[src/rtl/tapped_delay_pipe_pkg.sv]
// Shared defaults and helpers for the tapped delay pipe.
package tapped_delay_pipe_pkg;

  localparam int unsigned DEF_WIDTH    = 8;
  localparam int unsigned DEF_DEPTH    = 6;
  localparam int unsigned DEF_NUM_TAPS = 4;

  // Index width needed to address n entries (at least 1 bit).
  function automatic int unsigned sel_width(input int unsigned n);
    return (n > 1) ? 32'($clog2(n)) : 32'd1;
  endfunction

  // Power-up stage selection for tap t: tap t watches stage t, capped at the last stage.
  function automatic int unsigned reset_sel(input int unsigned t, input int unsigned depth);
    return (t < depth) ? t : depth - 1;
  endfunction

endpackage

[src/rtl/tapped_delay_pipe_stage.sv]
// One valid+data pipeline register with sync reset, flush and hold.
// flush clears the valid bit but still moves data; flush and rst win over hold.
module delay_pipe_stage
  import tapped_delay_pipe_pkg::*;
#(
  parameter int unsigned WIDTH = DEF_WIDTH
) (
  input  logic             clk,
  input  logic             rst,
  input  logic             flush,
  input  logic             hold,
  input  logic             d_valid,
  input  logic [WIDTH-1:0] d_data,
  output logic             q_valid,
  output logic [WIDTH-1:0] q_data
);

  // Stage register: data shifts regardless of valid, valid dropped on flush.
  always_ff @(posedge clk) begin
    if (rst) begin
      q_valid <= 1'b0;
      q_data  <= '0;
    end else if (flush || !hold) begin
      q_valid <= d_valid & ~flush;
      q_data  <= d_data;
    end
  end

endmodule

[src/rtl/tapped_delay_pipe.sv]
// Programmable-latency delay line: launch register, DEPTH stages, NUM_TAPS
// independently selectable registered capture taps.
// Optional build macro DELAY_PIPE_STALL_EN adds a stall input that freezes
// the pipeline and tap outputs (cfg writes still apply; flush/rst override).
module tapped_delay_pipe
  import tapped_delay_pipe_pkg::*;
#(
  parameter  int unsigned WIDTH    = DEF_WIDTH,
  parameter  int unsigned DEPTH    = DEF_DEPTH,
  parameter  int unsigned NUM_TAPS = DEF_NUM_TAPS,
  localparam int unsigned SEL_W    = sel_width(DEPTH),
  localparam int unsigned TAP_W    = sel_width(NUM_TAPS)
) (
  input  logic                      clk,
  input  logic                      rst,
`ifdef DELAY_PIPE_STALL_EN
  input  logic                      stall,
`endif
  input  logic                      in_valid,
  input  logic [WIDTH-1:0]          in_data,
  input  logic                      flush,
  input  logic                      cfg_wr,
  input  logic [TAP_W-1:0]          cfg_tap,
  input  logic [SEL_W-1:0]          cfg_sel,
  output logic [NUM_TAPS-1:0]       out_valid,
  output logic [NUM_TAPS*WIDTH-1:0] out_data,
  output logic                      pipe_full
);

  logic             hold_c;
  logic             l_valid;
  logic [WIDTH-1:0] l_data;
  logic [DEPTH-1:0] vld;
  logic [WIDTH-1:0] sdata [DEPTH];
  logic [SEL_W-1:0] sel [NUM_TAPS];
  logic [SEL_W-1:0] cfg_sel_clamped_c;

`ifdef DELAY_PIPE_STALL_EN
  assign hold_c = stall;
`else
  assign hold_c = 1'b0;
`endif

  // Out-of-range stage requests land on the last stage.
  assign cfg_sel_clamped_c = (32'(cfg_sel) >= DEPTH) ? SEL_W'(DEPTH - 1) : cfg_sel;

  delay_pipe_stage #(.WIDTH(WIDTH)) u_launch (
    .clk     (clk),
    .rst     (rst),
    .flush   (flush),
    .hold    (hold_c),
    .d_valid (in_valid),
    .d_data  (in_data),
    .q_valid (l_valid),
    .q_data  (l_data)
  );

  // Stage chain: stage 0 takes the launch register, stage k takes stage k-1.
  for (genvar k = 0; k < DEPTH; k++) begin : g_stage
    if (k == 0) begin : g_first
      delay_pipe_stage #(.WIDTH(WIDTH)) u_stage (
        .clk     (clk),
        .rst     (rst),
        .flush   (flush),
        .hold    (hold_c),
        .d_valid (l_valid),
        .d_data  (l_data),
        .q_valid (vld[k]),
        .q_data  (sdata[k])
      );
    end else begin : g_rest
      delay_pipe_stage #(.WIDTH(WIDTH)) u_stage (
        .clk     (clk),
        .rst     (rst),
        .flush   (flush),
        .hold    (hold_c),
        .d_valid (vld[k-1]),
        .d_data  (sdata[k-1]),
        .q_valid (vld[k]),
        .q_data  (sdata[k])
      );
    end
  end

  // Tap select registers; unmatched cfg_tap values write nothing.
  always_ff @(posedge clk) begin
    if (rst) begin
      for (int unsigned t = 0; t < NUM_TAPS; t++) begin
        sel[t] <= SEL_W'(reset_sel(t, DEPTH));
      end
    end else if (cfg_wr) begin
      for (int unsigned t = 0; t < NUM_TAPS; t++) begin
        if (cfg_tap == TAP_W'(t)) begin
          sel[t] <= cfg_sel_clamped_c;
        end
      end
    end
  end

  // Tap capture registers and full flag; flush clears valids but data keeps moving.
  always_ff @(posedge clk) begin
    if (rst) begin
      out_valid <= '0;
      out_data  <= '0;
      pipe_full <= 1'b0;
    end else if (flush || !hold_c) begin
      pipe_full <= (&vld) & ~flush;
      for (int unsigned t = 0; t < NUM_TAPS; t++) begin
        out_valid[t]               <= vld[sel[t]] & ~flush;
        out_data[t*WIDTH +: WIDTH] <= sdata[sel[t]];
      end
    end
  end

endmodule

[config.mk]
export PLATFORM = sky130hd
export DESIGN_NAME = tapped_delay_pipe
export DESIGN_NICKNAME = d
export VERILOG_FILES = /design/src/rtl/tapped_delay_pipe_pkg.sv /design/src/rtl/tapped_delay_pipe_stage.sv /design/src/rtl/tapped_delay_pipe.sv
export SDC_FILE = /design/constraint.sdc
export NUM_CORES = 1
export LEC_CHECK = 0
export ABC_AREA = 1
export CAP_MARGIN = 20
export CORE_ASPECT_RATIO = 0.5
export CORE_UTILIZATION = 49
export CTS_BUF_LIST = sky130_fd_sc_hd__clkbuf_8
export DETAILED_ROUTE_END_ITERATION = 7
export GPL_TIMING_DRIVEN = 0
export PLACE_DENSITY = 0.72
export SETUP_SLACK_MARGIN = 0.2
export SYNTH_ARGS = -nofsm -noshare
export SYNTH_HDL_FRONTEND = slang
export SYNTH_HIERARCHICAL = 1
export SYNTH_SLANG_ARGS = --single-unit
export TNS_END_PERCENT = 5
[constraint.sdc]
create_clock -name clk -period 1.1 [get_ports clk]
set_clock_uncertainty 0.05 [all_clocks]
set_input_delay 0.275 -clock clk [delete_from_list [all_inputs] [get_ports clk]]
set_output_delay 0.275 -clock clk [all_outputs]
set_load 0.02 [all_outputs]
==> results_tabular.tex, run 1 <==
\begin{tabular}{lr}
\hline
Metric & Value \\
\hline
\multicolumn{2}{l}{\textbf{Critical path}} \\
\quad Required arrival time at the worst endpoint & 1.31 ns \\
\quad Worst Setup End Kind & register \\
\quad Kind of start point of the critical path & register \\
\quad Maximum net fanout on the critical path & 9 \\
\quad CP arrival & 1.62 ns \\
\quad Setup CP Type & register to register \\
\multicolumn{2}{l}{\textbf{STA}} \\
\quad Number of endpoints failing setup at the final stage & 73 \\
\quad Final hold slack & 0.1898 ns \\
\quad Setup repair after global routing missed its margin & yes \\
\quad Final-report hold violation count & 0 \\
\quad Period utilisation layout & 1.275 \\
\quad Number of pins exceeding their max-slew limit in the final report & 0 \\
\quad Min setup slack post-route & -0.3024 ns \\
\quad Peak Freq & 0.7131 GHz \\
\quad Post-layout min period & 1.402 ns \\
\multicolumn{2}{l}{\textbf{Final layout}} \\
\quad Number of diodes added for antenna fixing & 0 \\
\quad Final net count & 1081 \\
\quad Total non-filler cell area in the finished layout & 7814 um2 \\
\quad Fraction of layout instances using a drive strength above 1 & 0.2397 \\
\quad Synth-to-Final Area Change & 23.15\% \\
\multicolumn{2}{l}{\textbf{Synthesis}} \\
\quad Flops \& latches, synth & 112 \\
\quad Number of different library cells in the post-synthesis netlist & 21 \\
\quad Post-Synth Simple-Gate Area & 0.4021 \\
\quad Dominant combinational cell family by area after synthesis & simple AND/OR/NAND/NOR gates \\
\quad Post-synthesis cell area & 6345 um2 \\
\quad Area fraction in compound gates after synthesis & 0.09939 \\
\quad Xor and xnor fraction of the mapped netlist area & 0 \\
\quad Synthesized netlist cell count & 976 \\
\quad Largest cells by area after synthesis & dfxtp\_1 (32\%), nand2\_1 (20\%), nand3\_1 (10\%), nor2\_1 (7.3\%), inv\_1 (6.2\%) \\
\quad Post-synthesis adder-cell area fraction & 0 \\
\quad Syn\_area\_per\_cell & 6.501 um2 \\
\quad Sequential fraction of the synthesis area & 0.3723 \\
\quad Mux share of post-synthesis cell area & 0 \\
\quad Synth area leader & dfxtp\_1 \\
\quad Share of the synthesized area in the top cell type & 0.3155 \\
\quad Number of warning messages in the yosys log & 6 \\
\multicolumn{2}{l}{\textbf{Floorplanning}} \\
\quad Number of primary I/O pins & 55 \\
\quad Die Area & 13440 um2 \\
\quad Vertical extent of the die & 82.47 um \\
\quad DIE WIDTH & 162.9 um \\
\quad Number of rows created at floorplan & 28 \\
\quad Initial Util & 0.5189 \\
\quad Placeable core area & 12230 um2 \\
\multicolumn{2}{l}{\textbf{Drt}} \\
\quad Number of DRC markers in iteration 0 & 678 \\
\quad Total DRC errors in the routed layout & 0 \\
\quad Detailed-route wire length per cell & 16.47 um \\
\quad Number of detailed-route iterations in the first pass & 5 \\
\quad Via-per-instance ratio & 5.363 \\
\quad Via Count & 6612 \\
\quad Aggregate routed wire length & 20300 um \\
\quad Antenna viol nets, final & 0 \\
\multicolumn{2}{l}{\textbf{Status}} \\
\quad Run status & complete, but fails checks \\
\quad Failing checks & negative setup slack \\
\multicolumn{2}{l}{\textbf{Job}} \\
\quad Max capacitance violation total & 0 \\
\multicolumn{2}{l}{\textbf{Pwr}} \\
\quad Cell Pwr Density & 1261 nW/um2 \\
\quad Final Power & 0.009851 W \\
\quad Internal Power & 0.006483 W \\
\quad Worst supply voltage drop on vdd & 0.0006705 V \\
\quad Leakage dissipation & 3.630 nW \\
\quad Part of the total power dissipated in combinational logic & 0.271 \\
\quad Switching Power & 0.003368 W \\
\quad Fraction of power spent switching nets & 0.3419 \\
\quad Clock share of power & 0.260 \\
\quad Proportion of power drawn by flip-flops and latches & 0.469 \\
\multicolumn{2}{l}{\textbf{CTS}} \\
\quad Number of buffers inserted during clock tree synthesis & 9 \\
\quad Number of clock sinks & 112 \\
\quad H-Tree Depth & 3 \\
\quad Clock latency reported for the late side of the worst-skew pair & 0.38 ns \\
\quad Clock edge transition at the registers on the reported setup and hold paths & 0.11 ns \\
\quad Number of buffers inserted by hold repair at cts & 0 \\
\quad Maximum buffer depth of the clock tree & 2 \\
\quad CTS tree & built \\
\quad Buffer cell driving the clock tree root & clkbuf\_8 \\
\multicolumn{2}{l}{\textbf{Global routing}} \\
\quad Initial antenna violation count & 0 \\
\quad Total routing resource utilization after global routing & 0.3038 \\
\quad Grt ovf & 0 \\
\quad Number of global-route vias before repair & 5450 \\
\quad Wire length of the first global-routing pass & 30550 um \\
\quad Maximum number of pins on one net before global-route repair & 20 \\
\multicolumn{2}{l}{\textbf{Min path}} \\
\quad Type of the most critical hold path & primary input to register \\
\multicolumn{2}{l}{\textbf{Place}} \\
\quad Final Wtd Congestion & 0.9665 \\
\quad Cell area after placement & 7157 um2 \\
\quad I/O Buffers & 54 \\
\quad Dpl hpwl & 14760 um \\
\quad Minimum setup slack after placement & -1.156 ns \\
\hline
\end{tabular}
==> cells in the mapped netlist <==
cell      instances
nand2_1         339
nand3_1         132
nor2_1          123
inv_1           105
dfxtp_1         100
a21oi_2          36
o211ai_1         36
buf_2            20
inv_2            18
buf_6            15
edfxtp_1         12
clkinv_1         11
nor2_4           11
a21oi_1           8
inv_4             4
conb_1            1
nand4_1           1
nor3_1            1
nor4_2            1
o21ai_0           1
or2_4             1
==> area by class of cell <==
class                      instances  area, um2
buffer                            35      349.1
clock buffer                       9      123.9
clock inverter                     7      77.57
multi-input combinational        698       3369
sequential                       112       2400
tap                              165      206.4
inverter                         138      556.8
timing repair buffer              69      730.7
fill                            1157       4413
==> power groups by stage <==
stage / logic [W] / registers [W] / clock network [W]
global placement: 0.00228 / 0.00466 / 0
global route: 0.00289 / 0.00465 / 0.00277
floorplan: 0.00148 / 0.00472 / 0
finish: 0.00267 / 0.00462 / 0.00256
detailed placement: 0.00231 / 0.00467 / 0
CTS: 0.00245 / 0.00461 / 0.00259
==> worst max-delay path: stages, from the launching register on <==
cell	delay, ns
edfxtp_1	0.42
clkinv_1	0.33
nand3_1	0.22
nand2_1	0.10
nand2_1	0.11
a21oi_2	0.07
==> timing repair <==
action	4_1_cts	5_1_grt
setup endpoints to repair	161	94
buffers inserted	5	4
gates cloned	2	4
gates resized for setup	294	53
pin swaps	29	18
==> cells in the final DEF (no fill, tap or decap), types with 2 or more instances in the layout <==
cell type | Yosys | final
dfxtp_2 | 0 | 30
dlygate4sd2_1 | 0 | 6
clkbuf_8 | 0 | 9
clkdlybuf4s50_1 | 0 | 9
clkinv_2 | 0 | 3
a21oi_1 | 8 | 7
o211ai_1 | 36 | 36
a21oi_2 | 36 | 36
nor2_1 | 123 | 123
buf_6 | 15 | 55
buf_2 | 20 | 7
nand3_2 | 0 | 8
buf_4 | 0 | 18
conb_1 | 1 | 7
edfxtp_1 | 12 | 12
dfxtp_1 | 100 | 70
nand2_1 | 339 | 303
inv_8 | 0 | 5
nor2_4 | 11 | 11
nand3_1 | 132 | 124
inv_6 | 0 | 2
nand2_4 | 0 | 2
nand2_2 | 0 | 34
inv_1 | 105 | 104
clkinvlp_4 | 0 | 2
buf_8 | 0 | 5
inv_2 | 18 | 19
clkinv_1 | 11 | 8
==> final timing paths <==
| check | start | end | slack [ns] | depth (start not counted) |
|---|---|---|---|---|
| max | sel[0][1] | out_data[2] | -0.30 | 5 |
| min | cfg_sel[0] | sel[1][0] | 0.19 | 3 |
| max reg2reg | sel[0][1] | out_data[2] | -0.30 | 5 |
| min reg2reg | u_launch/q_valid | g_stage[0].g_first.u_stage/q_valid | 0.41 | 2 |
==> kinds of logic (layout without fill, tap and decap cells) <==
kind of cell,Yosys count,after routing
buf+inv,173,258
other cells,1,7
simple gates,609,610
compound gates,81,81
flops,112,112
==> sequential cells by signal, indices dropped and copies added, names as in the netlist <==
signal and flops:
g_stage.g_first.u_stage/q_valid 1, sel 12, out_valid 4, out_data 32, pipe_full 1, g_stage.g_rest.u_stage/q_data 40, g_stage.g_rest.u_stage/q_valid 5, g_stage.g_first.u_stage/q_data 8
u_launch/q_valid 1, u_launch/q_data 8
==> routing by layer <==
metal  vias to the layer above  track usage  wire length (um)
li1                       3221            -                 -
met1                      2981       0.4563              9654
met2                       383       0.4455              8199
met3                        27      0.06044              2235
met4                         0      0.05981               212
met5                         -            0                 0
==> stage by stage <==
stage	util	TNS, ns	std cells
after floorplan	-	-0.3238	982
after global placement	0.5841	-114.35	1201
after detailed placement	0.5853	-111.03	1202
after CTS	0.6215	-9.905	1225
after global routing	0.6391	-13.66	1233
final	0.6391	-10.79	1233
No activity file was read; power rests on OpenSTA's default activity.
==> inputs of run 2 (changes only) <==
- CORE_MARGIN: unset -> 8
- CTS_CLUSTER_DIAMETER: unset -> 200
- SKIP_LAST_GASP: unset -> 1
==> run 2 against run 1 <==
Against the previous run:
- the run still ends with negative setup slack left
- critical path depth up 2
- worst setup slack better by 0.064 ns
- sequential cell count unchanged
- combinational power down 2%
- hold slack better by 0.12 ns
- non-clock buffer count up 2
- first-iteration DRC count up 9.3%
- global-route usage down 6.7 points
- sequential share of layout area down 0.31 points
- die area up 27%
==> results_tabular.tex, run 2 (synthesized netlist as in run 1, its figures left out) <==
\begin{tabular}{lr}
\hline
Metric & Value \\
\hline
\multicolumn{2}{l}{\textbf{Status}} \\
\quad Run status & complete, but fails checks \\
\quad Failing checks & negative setup slack \\
\multicolumn{2}{l}{\textbf{Final layout}} \\
\quad Number of diodes added for antenna fixing & 0 (unchanged) \\
\quad Flip-flop count of the largest register after layout & 40 (unchanged) \\
\quad Commonest non-fill, non-tap cell in the layout & nand2\_1 \\
\quad Final net count & 1087 (+0.56\%) \\
\quad Total non-filler cell area in the finished layout & 7769 um2 (-0.58\%) \\
\quad Commonest cells after routing, fill and taps aside & nand2\_1 (296), nor2\_1 (123), nand3\_1 (110), inv\_1 (105), dfxtp\_1 (100) \\
\quad Most flop-heavy register & g\_stage.g\_rest.u\_stage/q\_data \\
\quad Total of fill cells in the finished design & 1198 (+3.5\%) \\
\quad Fraction of layout instances using a drive strength above 1 & 0.2346 (-0.005064) \\
\quad Leading registers by flop count & g\_stage.g\_rest.u\_stage/q\_data (40), out\_data (32), sel (12) \\
\quad Synth-to-Final Area Change & 22.44\% \\
\multicolumn{2}{l}{\textbf{Pwr}} \\
\quad Cell Pwr Density & 1303 nW/um2 (+3.3\%) \\
\quad Leakage dissipation & 3.618 nW (-0.32\%) \\
\quad Worst supply voltage drop on vdd & 0.0008095 V (+21\%) \\
\multicolumn{2}{l}{\textbf{Critical path}} \\
\quad Maximum net fanout on the critical path & 8 (-1) \\
\quad Kind of start point of the critical path & register \\
\quad Highest-delay cell along the critical path & edfxtp\_1 \\
\quad Family of cells with the greatest summed delay on the critical path & flip-flops \\
\quad CP arrival & 1.61 ns (about the same) \\
\quad Critical path startpoint & sel[2][0] \\
\quad Startpoint of the worst register-to-register path & sel[2][0] \\
\quad Worst Setup End Kind & register \\
\quad Required arrival time at the worst endpoint & 1.37 ns (+0.06 ns) \\
\quad Setup CP Type & register to register \\
\quad End of the worst register-to-register path & out\_data[18] \\
\quad Cell count of the worst reg-to-reg path & 7 (+2) \\
\quad Buf+Inv Stages, Crit Path & 2 (+1) \\
\quad Worst Setup EP & out\_data[18] \\
\quad Register-to-register setup slack & -0.24 ns (+0.06 ns) \\
\quad Critical path's most frequent cell & nand2\_1 \\
\quad Cell count along the critical path & 7 (+2) \\
\quad Critical path's largest stage delay & 0.39 ns (-0.03 ns) \\
\quad Worst path cell trace & buf\_6 > buf\_2 > nand2\_1 > nand3\_1 > nand2\_1 > nand2\_1 > a21oi\_2 \\
\multicolumn{2}{l}{\textbf{STA}} \\
\quad Setup repair after global routing missed its margin & yes \\
\quad Peak Freq & 0.7472 GHz (+4.8\%) \\
\quad Final hold slack & 0.3057 ns (+0.1159 ns) \\
\quad Number of endpoints failing setup at the final stage & 74 (+1.4\%) \\
\quad Period utilisation layout & 1.217 (-0.05822) \\
\quad Final-report hold violation count & 0 (unchanged) \\
\quad Post-layout min period & 1.338 ns (-0.06404 ns) \\
\quad Min setup slack post-route & -0.2383 ns (+0.06404 ns) \\
\quad Number of pins exceeding their max-slew limit in the final report & 0 (unchanged) \\
\multicolumn{2}{l}{\textbf{CTS}} \\
\quad H-Tree Depth & 3 (unchanged) \\
\quad Number of clock sinks & 112 (unchanged) \\
\quad Clock latency reported for the late side of the worst-skew pair & 0.38 ns (about the same) \\
\quad Buffer cell driving the clock tree root & clkbuf\_8 \\
\quad Maximum buffer depth of the clock tree & 2 (unchanged) \\
\quad CTS tree & built \\
\quad Number of buffers inserted by hold repair at cts & 0 (unchanged) \\
\quad Clock edge transition at the registers on the reported setup and hold paths & 0.12 ns (about the same) \\
\quad Number of buffers inserted during clock tree synthesis & 9 (unchanged) \\
\multicolumn{2}{l}{\textbf{Floorplanning}} \\
\quad Initial Util & 0.5010 (-0.01789) \\
\quad Number of rows created at floorplan & 29 (+3.6\%) \\
\quad Placeable core area & 12660 um2 (+3.6\%) \\
\quad Vertical extent of the die & 96.47 um (+17\%) \\
\quad Number of primary I/O pins & 55 (unchanged) \\
\quad DIE WIDTH & 176.9 um (+8.6\%) \\
\quad Die Area & 17070 um2 (+27\%) \\
\multicolumn{2}{l}{\textbf{Min path}} \\
\quad Type of the most critical hold path & primary input to register \\
\multicolumn{2}{l}{\textbf{Place}} \\
\quad Cell area after placement & 7176 um2 (+0.26\%) \\
\quad I/O Buffers & 54 (unchanged) \\
\quad Dpl hpwl & 14880 um (+0.80\%) \\
\quad Minimum setup slack after placement & -1.121 ns (+0.03487 ns) \\
\quad Final Wtd Congestion & 0.9130 (-5.5\%) \\
\multicolumn{2}{l}{\textbf{Job}} \\
\quad Max capacitance violation total & 0 (unchanged) \\
\multicolumn{2}{l}{\textbf{Drt}} \\
\quad Number of DRC markers in iteration 0 & 741 (+9.3\%) \\
\quad Number of detailed-route iterations in the first pass & 5 (unchanged) \\
\quad Via Count & 6565 (-0.71\%) \\
\quad Antenna viol nets, final & 0 (unchanged) \\
\quad Aggregate routed wire length & 20150 um (-0.76\%) \\
\quad Detailed-route wire length per cell & 16.20 um (-1.6\%) \\
\quad Total DRC errors in the routed layout & 0 (unchanged) \\
\quad Via-per-instance ratio & 5.277 (-1.6\%) \\
\multicolumn{2}{l}{\textbf{Global routing}} \\
\quad Total routing resource utilization after global routing & 0.2373 (-0.06654) \\
\quad Wire length of the first global-routing pass & 32020 um (+4.8\%) \\
\quad Grt ovf & 0 (unchanged) \\
\quad Number of global-route vias before repair & 6174 (+13\%) \\
\quad Maximum number of pins on one net before global-route repair & 21 (+5.0\%) \\
\quad Initial antenna violation count & 0 (unchanged) \\
\hline
\end{tabular}
[run 2: timing repair]
item,4_1_cts,5_1_grt
endpoints found under the setup margin,161,98
buffers inserted,8,1
pin swaps,26,25
gates cloned,9,3
gates resized for setup,199,59
[run 2: power breakdown]
group          internal, W  total, W  switching [W]
clock network      0.00134   0.00293        0.00158
logic             0.000928   0.00262        0.00169
registers          0.00439   0.00458       0.000188
total              0.00666    0.0101        0.00346
[run 2: stage by stage]
| step | total power (W) | setup TNS [ns] | utilization | std cells |
|---|---|---|---|---|
| after CTS | 0.009862 | -9.864 | 0.5935 | 1240 |
| after floorplan | 0.006202 | -0.3238 | - | 982 |
| after detailed placement | 0.006965 | -101.23 | 0.5666 | 1207 |
| after global routing | 0.01053 | -13.18 | 0.6135 | 1244 |
| after global placement | 0.006907 | -101.79 | 0.5645 | 1206 |
| final | 0.01012 | -10.39 | 0.6135 | 1244 |
[run 2: worst min path at each step]
stage / slack (ns) / startpoint / cells after the start / to
final: 0.31 / rst / 3 / out_data[18]
after global routing: 0.30 / rst / 3 / out_data[18]
after CTS: 0.30 / rst / 3 / out_data[18]
after detailed placement: 0.41 / u_launch/q_valid / 2 / g_stage[0].g_first.u_stage/q_valid
after global placement: 0.41 / u_launch/q_valid / 2 / g_stage[0].g_first.u_stage/q_valid
after floorplan: 0.36 / in_data[0] / 2 / u_launch/q_data[0]
[run 2: layer usage]
layer	global-route usage	part of all wire	vias up
met5	0	0	-
met4	0.05351	0.018	0
met3	0.08029	0.13	45
met2	0.3555	0.39	381
met1	0.3263	0.46	2902
li1	-	-	3237
[run 2: area by class of cell]
class                           count  area, um2  share of cell area
Tap cell                          170      212.7             0.02738
Clock buffer                        9      123.9             0.01594
Timing Repair Buffer               71      581.8             0.07489
Multi-Input combinational cell    701       3471              0.4468
Buffer                             35      336.6             0.04332
Sequential cell                   112       2362              0.3041
Clock inverter                      7      113.9             0.01466
Timing Repair inverter              1      7.507           0.0009663
Inverter                          138      559.3             0.07199
[run 2: worst reg2reg max path, delay by kind of cell (launching register included)]
family	cells	cell delay (ns)
buffers and inverters	2	0.33
AND/OR/NAND/NOR	4	0.36
flip-flops	1	0.39
AO/OA/AOI/OAI	1	0.15
==> inputs of run 3 (changes only) <==
--- a/config.mk
+++ b/config.mk
@@ -16,2 +16,3 @@
 export GPL_TIMING_DRIVEN = 0
+export MAX_ROUTING_LAYER = met4
 export PLACE_DENSITY = 0.72
==> constraint.sdc (replaced) <==
create_clock -name clk -period 1.1 [get_ports clk]
set_clock_uncertainty 0.05 [all_clocks]
set_input_delay 0.22 -clock clk [delete_from_list [all_inputs] [get_ports clk]]
set_output_delay 0.22 -clock clk [all_outputs]
set_load 0.005 [all_outputs]
==> run 3 against run 2 <==
Against the previous run:
- the run still ends with negative setup slack left
- combinational power is 6% lower
- die area unchanged
- final area shrank 0.27%
- non-clock buffer count fell by 3
- global-route usage up 0.32 points
- final cell count decreased by 0.32%
- critical path type unchanged
- largest power group unchanged
==> results_tabular.tex, run 3 (synthesized netlist as in run 1, its figures left out) <==
\begin{tabular}{lr}
\hline
Metric & Value \\
\hline
\multicolumn{2}{l}{\textbf{Pwr}} \\
\quad Final Power & 0.009676 W (-4.4\%) \\
\quad Worst supply voltage drop on vdd & 0.0006558 V (-19\%) \\
\quad Cell Pwr Density & 1249 nW/um2 (-4.1\%) \\
\quad Leakage dissipation & 3.666 nW (+1.3\%) \\
\multicolumn{2}{l}{\textbf{Job}} \\
\quad Max capacitance violation total & 0 (unchanged) \\
\multicolumn{2}{l}{\textbf{CTS}} \\
\quad H-Tree Depth & 3 (unchanged) \\
\quad Number of buffers inserted by hold repair at cts & 0 (unchanged) \\
\quad Clock edge transition at the registers on the reported setup and hold paths & 0.11 ns (about the same) \\
\quad Clock latency reported for the late side of the worst-skew pair & 0.39 ns (about the same) \\
\quad CTS tree & built \\
\quad Number of clock sinks & 112 (unchanged) \\
\quad Number of buffers inserted during clock tree synthesis & 9 (unchanged) \\
\quad Buffer cell driving the clock tree root & clkbuf\_8 \\
\quad Maximum buffer depth of the clock tree & 2 (unchanged) \\
\multicolumn{2}{l}{\textbf{Final layout}} \\
\quad Most flop-heavy register & g\_stage.g\_rest.u\_stage/q\_data \\
\quad Number of diodes added for antenna fixing & 0 (unchanged) \\
\quad Total non-filler cell area in the finished layout & 7747 um2 (-0.27\%) \\
\quad Flip-flop count of the largest register after layout & 40 (unchanged) \\
\quad Synth-to-Final Area Change & 22.11\% \\
\quad Final net count & 1083 (-0.37\%) \\
\quad Commonest cells after routing, fill and taps aside & nand2\_1 (309), nor2\_1 (123), nand3\_1 (115), inv\_1 (105), dfxtp\_1 (96) \\
\quad Leading registers by flop count & g\_stage.g\_rest.u\_stage/q\_data (40), out\_data (32), sel (12) \\
\quad Commonest non-fill, non-tap cell in the layout & nand2\_1 \\
\quad Fraction of layout instances using a drive strength above 1 & 0.1822 (-0.05239) \\
\multicolumn{2}{l}{\textbf{Floorplanning}} \\
\quad Initial Util & 0.5010 (unchanged) \\
\quad Die Area & 17070 um2 (unchanged) \\
\quad Number of primary I/O pins & 55 (unchanged) \\
\quad Number of rows created at floorplan & 29 (unchanged) \\
\quad DIE WIDTH & 176.9 um (unchanged) \\
\quad Vertical extent of the die & 96.47 um (unchanged) \\
\quad Placeable core area & 12660 um2 (unchanged) \\
\multicolumn{2}{l}{\textbf{Drt}} \\
\quad Total DRC errors in the routed layout & 0 (unchanged) \\
\quad Number of DRC markers in iteration 0 & 770 (+3.9\%) \\
\quad Detailed-route wire length per cell & 16.14 um (-0.36\%) \\
\quad Number of detailed-route iterations in the first pass & 5 (unchanged) \\
\quad Antenna viol nets, final & 0 (unchanged) \\
\quad Aggregate routed wire length & 20010 um (-0.68\%) \\
\quad Via-per-instance ratio & 5.269 (-0.17\%) \\
\quad Via Count & 6533 (-0.49\%) \\
\multicolumn{2}{l}{\textbf{Global routing}} \\
\quad Grt ovf & 0 (unchanged) \\
\quad Wire length of the first global-routing pass & 31150 um (-2.7\%) \\
\quad Total routing resource utilization after global routing & 0.2405 (+0.003164) \\
\quad Number of global-route vias before repair & 5866 (-5.0\%) \\
\quad Initial antenna violation count & 0 (unchanged) \\
\quad Maximum number of pins on one net before global-route repair & 21 (unchanged) \\
\multicolumn{2}{l}{\textbf{STA}} \\
\quad Number of pins exceeding their max-slew limit in the final report & 0 (unchanged) \\
\quad Final-report hold violation count & 0 (unchanged) \\
\quad Peak Freq & 0.7408 GHz (-0.86\%) \\
\quad Setup repair after global routing missed its margin & yes \\
\quad Final hold slack & 0.3046 ns (-0.001050 ns) \\
\quad Number of endpoints failing setup at the final stage & 79 (+6.8\%) \\
\quad Min setup slack post-route & -0.2500 ns (-0.01167 ns) \\
\quad Post-layout min period & 1.350 ns (+0.01167 ns) \\
\quad Period utilisation layout & 1.227 (+0.01061) \\
\multicolumn{2}{l}{\textbf{Critical path}} \\
\quad Required arrival time at the worst endpoint & 1.39 ns (+0.02 ns) \\
\quad Setup CP Type & register to register \\
\quad CP arrival & 1.64 ns (+0.03 ns) \\
\quad Cell count of the worst reg-to-reg path & 7 (unchanged) \\
\quad Kind of start point of the critical path & register \\
\quad Maximum net fanout on the critical path & 5 (-3) \\
\quad Worst Setup End Kind & register \\
\multicolumn{2}{l}{\textbf{Min path}} \\
\quad Number of instances on the worst hold path & 4 (+1) \\
\quad Type of the most critical hold path & primary input to register \\
\multicolumn{2}{l}{\textbf{Status}} \\
\quad Run status & complete, but fails checks \\
\quad Failing checks & negative setup slack \\
\multicolumn{2}{l}{\textbf{Place}} \\
\quad Minimum setup slack after placement & -1.075 ns (+0.04645 ns) \\
\quad Final Wtd Congestion & 0.9561 (+4.7\%) \\
\quad Dpl hpwl & 14680 um (-1.3\%) \\
\quad Cell area after placement & 7176 um2 (unchanged) \\
\quad I/O Buffers & 54 (unchanged) \\
\hline
\end{tabular}
## run 3: changes by cell type in the layout (fill, tap and decap cells not counted), moves of 5 or more
cell           delta
buf_2            -31
dlygate4sd2_1    +34
nand2_1          +13
nand2_2          -13
nand3_1           +5
nand3_2           -5
## run 3: worst max-delay path, cell delays in order, from the launching register on
cell and delay [ns]:
edfxtp_1 0.42, buf_6 0.17, buf_4 0.14, nand2_1 0.07, nand3_2 0.09, nand2_1 0.12
nand2_1 0.11, a21oi_2 0.14
## run 3: worst paths after layout
path                                       start                                    to  slack, ns
worst min register to register  u_launch/q_valid    g_stage[0].g_first.u_stage/q_valid       0.43
worst min-delay path                         rst  g_stage[0].g_first.u_stage/q_data[4]       0.30
worst max-delay path                   sel[3][0]                          out_data[26]      -0.25
worst max register to register         sel[3][0]                          out_data[26]      -0.25
## run 3: report_power, final
group | switching, W | internal, W
registers | 0.000186 | 0.00439
clock network | 0.00154 | 0.00110
logic | 0.00155 | 0.000916
total | 0.00327 | 0.00641
## run 3: what timing repair did
action	CTS	global route
pin swaps	8	30
gates resized for setup	65	59
setup buffers	7	1
endpoints found under the setup margin	161	103
cloned	3	6
## run 3: layer usage
layer  wire [um]  part of all wire  global-route usage
met4         182            0.0091             0.05351
met2        8106              0.41              0.3378
met3        2441              0.12             0.06594
met5           0                 0                   -
met1        9278              0.46              0.3363
## run 3: cell type report
type | count | area (um2)
Buffer | 35 | 337.8
Clock buffer | 9 | 123.9
Clock inverter | 7 | 83.83
Fill cell | 1260 | 4916
Inverter | 138 | 549.3
Multi-Input combinational cell | 701 | 3413
Sequential cell | 112 | 2367
Tap cell | 170 | 212.7
Timing Repair Buffer | 68 | 659.4
## run 3: stage by stage
stage          utilization  cells  TNS (ns)
3_3_place_gp        0.5645   1206    -92.17
3_5_place_dp        0.5666   1207    -88.15
4_1_cts             0.5887   1233    -12.44
5_1_grt             0.6118   1240    -16.02
2_1_floorplan            -    982   -0.3250
6_report            0.6118   1240    -12.24
